`config.mk`:
```
export PLATFORM = sky130hd
export DESIGN_NAME = instr_fetcher
export DESIGN_NICKNAME = d
export VERILOG_FILES = /design/src/rtl/gpu_pkg.sv /design/src/rtl/icache_dm.sv /design/src/rtl/instr_fetcher.sv
export SDC_FILE = /design/constraint.sdc
export NUM_CORES = 1
export LEC_CHECK = 0
export CORE_ASPECT_RATIO = 0.9
export CORE_MARGIN = 5
export CORE_UTILIZATION = 50
export DETAILED_ROUTE_END_ITERATION = 8
export DONT_BUFFER_PORTS = 1
export PLACE_DENSITY = 0.66
export SYNTH_ARGS = -nofsm -noshare
export SYNTH_HDL_FRONTEND = slang
export SYNTH_HIERARCHICAL = 1
export SYNTH_SLANG_ARGS = --single-unit
```
`constraint.sdc`:
```
create_clock -name clk -period 4 [get_ports clk]
set_input_delay 0.4 -clock clk [delete_from_list [all_inputs] [get_ports clk]]
set_output_delay 0.4 -clock clk [all_outputs]
set_load 0.05 [all_outputs]
```
`src/rtl/gpu_pkg.sv`:
```
// Shared GPU core encodings: scheduler core_state, fetcher state and
// program-memory width defaults used by fetch, decode and scheduling.
package gpu_pkg;

  localparam int DEFAULT_PROGRAM_MEM_ADDR_BITS = 8;
  localparam int DEFAULT_PROGRAM_MEM_DATA_BITS = 16;

  typedef enum logic [2:0] {
    CORE_IDLE    = 3'b000,
    CORE_FETCH   = 3'b001,
    CORE_DECODE  = 3'b010,
    CORE_REQUEST = 3'b011,
    CORE_WAIT    = 3'b100,
    CORE_EXECUTE = 3'b101,
    CORE_UPDATE  = 3'b110,
    CORE_DONE    = 3'b111
  } core_state_e;

  typedef enum logic [2:0] {
    FETCH_IDLE     = 3'b000,
    FETCH_FETCHING = 3'b001,
    FETCH_FETCHED  = 3'b010,
    FETCH_LOOKUP   = 3'b011
  } fetcher_state_e;

endpackage

```
`src/rtl/icache_dm.sv`:
```
// Direct-mapped instruction cache, one instruction per line.
// Lookup is purely combinational; fill and flush land on the clock edge.
// LINES must be a power of two and at least 2.
module icache_dm #(
  parameter int ADDR_BITS = 8,
  parameter int DATA_BITS = 16,
  parameter int LINES     = 8
) (
  input  logic                 clk,
  input  logic                 reset,
  input  logic                 flush,
  input  logic [ADDR_BITS-1:0] lookup_addr,
  output logic                 lookup_hit,
  output logic [DATA_BITS-1:0] lookup_data,
  input  logic                 fill_en,
  input  logic [ADDR_BITS-1:0] fill_addr,
  input  logic [DATA_BITS-1:0] fill_data
);

  localparam int INDEX_BITS = $clog2(LINES);
  localparam int TAG_BITS   = ADDR_BITS - INDEX_BITS;

  logic [LINES-1:0]                line_valid;
  logic [LINES-1:0][TAG_BITS-1:0]  line_tag;
  logic [LINES-1:0][DATA_BITS-1:0] line_data;

  logic [INDEX_BITS-1:0] lk_idx, fl_idx;
  logic [TAG_BITS-1:0]   lk_tag, fl_tag;

  assign lk_idx = lookup_addr[INDEX_BITS-1:0];
  assign lk_tag = lookup_addr[ADDR_BITS-1:INDEX_BITS];
  assign fl_idx = fill_addr[INDEX_BITS-1:0];
  assign fl_tag = fill_addr[ADDR_BITS-1:INDEX_BITS];

  assign lookup_hit  = line_valid[lk_idx] && (line_tag[lk_idx] == lk_tag);
  assign lookup_data = line_data[lk_idx];

  // Valid bits: flush beats a same-cycle fill so a racing fill stays invalid.
  always_ff @(posedge clk) begin
    if (reset)        line_valid <= '0;
    else if (flush)   line_valid <= '0;
    else if (fill_en) line_valid[fl_idx] <= 1'b1;
  end

  // Tag/data arrays carry no reset; a cleared valid bit masks stale contents.
  always_ff @(posedge clk) begin
    if (fill_en) begin
      line_tag[fl_idx]  <= fl_tag;
      line_data[fl_idx] <= fill_data;
    end
  end

endmodule

```
`src/rtl/instr_fetcher.sv`:
```
// Per-core fetch stage: looks the latched PC up in the instruction cache,
// falls back to the program-memory valid/ready handshake on a miss, and
// holds the instruction for the decoder. Hit/miss counters saturate.
module instr_fetcher
  import gpu_pkg::*;
#(
  parameter int PROGRAM_MEM_ADDR_BITS = DEFAULT_PROGRAM_MEM_ADDR_BITS,
  parameter int PROGRAM_MEM_DATA_BITS = DEFAULT_PROGRAM_MEM_DATA_BITS,
  parameter int CACHE_LINES           = 8,
  parameter int COUNTER_BITS          = 16
) (
  input  logic                             clk,
  input  logic                             reset,
  input  logic [2:0]                       core_state,
  input  logic [PROGRAM_MEM_ADDR_BITS-1:0] current_pc,
  input  logic                             cache_flush,
  output logic                             mem_read_valid,
  output logic [PROGRAM_MEM_ADDR_BITS-1:0] mem_read_address,
  input  logic                             mem_read_ready,
  input  logic [PROGRAM_MEM_DATA_BITS-1:0] mem_read_data,
  output logic [2:0]                       fetcher_state,
  output logic [PROGRAM_MEM_DATA_BITS-1:0] instruction,
  output logic [COUNTER_BITS-1:0]          hit_count,
  output logic [COUNTER_BITS-1:0]          miss_count
);

  fetcher_state_e state, next_state;

  logic [PROGRAM_MEM_ADDR_BITS-1:0] fetch_addr;
  logic                             cache_hit;
  logic [PROGRAM_MEM_DATA_BITS-1:0] cache_data;

  logic handshake;
  logic latch_pc, hit_take, miss_issue, fill_take;

  assign handshake     = mem_read_valid && mem_read_ready;
  assign fetcher_state = state;

  icache_dm #(
    .ADDR_BITS (PROGRAM_MEM_ADDR_BITS),
    .DATA_BITS (PROGRAM_MEM_DATA_BITS),
    .LINES     (CACHE_LINES)
  ) u_icache (
    .clk         (clk),
    .reset       (reset),
    .flush       (cache_flush),
    .lookup_addr (fetch_addr),
    .lookup_hit  (cache_hit),
    .lookup_data (cache_data),
    .fill_en     (fill_take),
    .fill_addr   (fetch_addr),
    .fill_data   (mem_read_data)
  );

  // State register.
  always_ff @(posedge clk) begin
    if (reset) state <= FETCH_IDLE;
    else       state <= next_state;
  end

  // Next state: once a lookup starts, core_state is ignored until FETCHED.
  always_comb begin
    next_state = state;
    unique case (state)
      FETCH_IDLE:     if (core_state == CORE_FETCH) next_state = FETCH_LOOKUP;
      FETCH_LOOKUP:   next_state = cache_hit ? FETCH_FETCHED : FETCH_FETCHING;
      FETCH_FETCHING: if (handshake) next_state = FETCH_FETCHED;
      FETCH_FETCHED:  if (core_state == CORE_DECODE) next_state = FETCH_IDLE;
      default:        next_state = FETCH_IDLE;
    endcase
  end

  // Per-state action strobes for the datapath below.
  always_comb begin
    latch_pc   = 1'b0;
    hit_take   = 1'b0;
    miss_issue = 1'b0;
    fill_take  = 1'b0;
    unique case (state)
      FETCH_IDLE:     latch_pc = (core_state == CORE_FETCH);
      FETCH_LOOKUP: begin
        hit_take   = cache_hit;
        miss_issue = !cache_hit;
      end
      FETCH_FETCHING: fill_take = handshake;
      default: ;
    endcase
  end

  // Fetch address is captured once so later PC changes do not disturb it.
  always_ff @(posedge clk) begin
    if (reset)         fetch_addr <= '0;
    else if (latch_pc) fetch_addr <= current_pc;
  end

  // Request, instruction and counter registers.
  always_ff @(posedge clk) begin
    if (reset) begin
      mem_read_valid   <= 1'b0;
      mem_read_address <= '0;
      instruction      <= '0;
      hit_count        <= '0;
      miss_count       <= '0;
    end else begin
      if (hit_take) begin
        instruction <= cache_data;
        if (hit_count != '1) hit_count <= hit_count + COUNTER_BITS'(1);
      end
      if (miss_issue) begin
        mem_read_valid   <= 1'b1;
        mem_read_address <= fetch_addr;
        if (miss_count != '1) miss_count <= miss_count + COUNTER_BITS'(1);
      end
      if (fill_take) begin
        instruction    <= mem_read_data;
        mem_read_valid <= 1'b0;
      end
    end
  end

endmodule
```
==> metrics.yaml <==
vias_per_cell: 6.10
antenna_found_initial: 0
crit_type: "reg -> reg"
drive_gt1_share_pct: 20.7
hold_viol: 0
final_common_cell: "edfxtp_1"
fin_total_pwr_uw: 5100
die_h_um: 143
cts.sinks: 243
clk_latency_ps: 510
cp_slowest_stage_delay_ps: 760
worstSetupEndpointType: "register"
gr-usage-all-layers_pct: 19.0
finish.utilization_pct: 57.9
path_clk_slew_ps: 60
dp_cells: 875
cts-htree-levels: 1
finalCriticalPeriod_ps: 3450
cp_slowest_cell: "dfxtp_2"
period_share_pct: 86.3
synth-edff-count: 168
crit_path_max_fanout: 25
ys_warn_count: 6
rsz0062_at_grt: "no"
worst_slew_pin_slew_ps: 1010
grt_overflow: 0
cts_resized: 0
cts-root-buf: "clkbuf_16"
drcViolationCount: 0
cts-buffers-inserted: 24
synthesis.area_um2: 9820
dp_hpwl_um: 13100
fmax_mhz: 290
yosys.cell_types.count: 51
syn_area_per_cell_um2: 15.4
syn_nets: 669
placed_area_um2: 10100
postLayoutCellArea_um2: 11200
peakVddDrop_uv: 330
wirelength_um: 21300
grt_pass1_vias: 5804
initial_core_util_pct: 50.9
seq_area_frac_synth_pct: 66.7
wl_per_cell_um: 22.8
stdcell_count: 936
r2r_setup_slack_ps: 550
first_pass_iters: 5
cts_setup_buffers: 0
core-area_um2: 19300
ctsLongestPathBuffers: 3
worstHoldPathType: "in -> reg"
core.rowCount: 48
synth_ff_type: "edfxtp_1"
synthCells: 636
fillCellCount: 1433
cts_tree: "built"
slew_headroom_pct: 32.6
maxSlewViolCount: 0
drtAntennaViolNets: 0
diodes: 0
power_density_nw_per_um2: 457
p_leak_uw: 0.00344
holdBufCountCts: 17
drv_cap: 0
drtIter0Drc: 354
critPathTopFamily: "simple AND/OR/NAND/NOR gates"
nets: 701
vias: 5711
ios: 91
setup_viol: 0
die_x_um: 158
cp.required_ps: 4440
worstPathArrival_ps: 3890
grt_max_degree: 66
clock_skew_ps: 8.96
outcome: "complete, no violations"
gp_congestion: 0.868
setup_tns_ps: 0
ys_async_sr_fraction_pct: 0
grt_pass1_wl_um: 33200
crit_buf_inv: 0
start_kind: "register"
port_buffers: 0
yosys_register_bits: 243
dieArea_um2: 22500
final_cell_mix: "edfxtp_1 (168), dfxtp_1 (73), mux2i_1 (39), mux4_2 (39), a21oi_1 (33)"
area_growth_pct: 13.6
worstPathCellList: "mux2i_1 > mux4_2 > xor2_1 > nand4_1 > nor3_2 > and3_1 > nand3_1 > or4_1 > a21oi_1"
path summary, 6_finish.rpt:
path / cells past startpoint / start / endpoint
worst max-delay path: 9 / fetch_addr[1] / hit_count[14]
worst min register to register: 1 / u_icache/line_valid[2] / u_icache/line_valid[2]
worst min-delay path: 2 / current_pc[0] / fetch_addr[0]
worst max register to register: 9 / fetch_addr[1] / hit_count[14]
registers in the layout (all words and copies together) (netlist names):
signal,count
fetch_addr,8
fetcher_state,2
hit_count,16
instruction,16
mem_read_address,8
mem_read_valid,1
miss_count,16
u_icache/line_data,128
u_icache/line_tag,40
u_icache/line_valid,8
logic make-up (layout without fill, tap and decap cells):
logic type | after synthesis | in the layout | share of synthesized area (%)
and+or+nand+nor | 151 | 151 | 8.42
buffers and inverters | 38 | 88 | 2.19
DFF | 243 | 243 | 66.7
other | 1 | 1 | 0.0382
xor gates and xnor gates | 6 | 6 | 0.535
adders and majority gates | 2 | 2 | 0.255
muxes | 97 | 97 | 15.4
AOI/OAI and AO/OA | 98 | 98 | 6.50
where the power goes:
group	leakage [uW]	switching, uW	internal, uW
clock	0.000399	929	1340
combinational	0.000962	63.5	56.5
sequential	0.00207	25.2	2680
total	0.00344	1020	4080
layer usage:
layer,global-route usage [%],wire length [um],vias to the layer above
li1,-,-,2589
met3,3.82,1260,33
met2,32.4,10800,159
met1,25.3,8810,2930
met4,4.39,415,0
met5,0,0,-
cells in the mapped netlist (13+ instances only):
cell type	instances	share of area, %
a211oi_1	19	1.5
a21oi_1	33	1.7
dfxtp_1	75	15
edfxtp_1	168	51
mux2_2	17	1.9
mux2i_1	39	4.0
mux4_2	39	8.9
nand2_1	31	1.2
nand4_1	13	0.83
nor2_1	38	1.5
o21ai_0	14	0.71
o31ai_1	13	0.99
per-stage QoR:
stage	hold WS (ps)	setup slack (ps)
final	38.8	549
after detailed placement	451	516
after global placement	439	641
after global routing	35.1	299
after CTS	23.5	503
after floorplan	432	569
cell type report:
cell class | count | area (um2) | area share (%)
flip-flops and latches | 243 | 6550 | 58.7
multi-input cells | 355 | 3090 | 27.7
clock buffers | 31 | 721 | 6.46
repair buffers | 38 | 358 | 3.21
well taps | 250 | 313 | 2.80
clock inverters | 13 | 98.8 | 0.886
inverters | 6 | 22.5 | 0.202
Power figures use the tool's default switching activity.
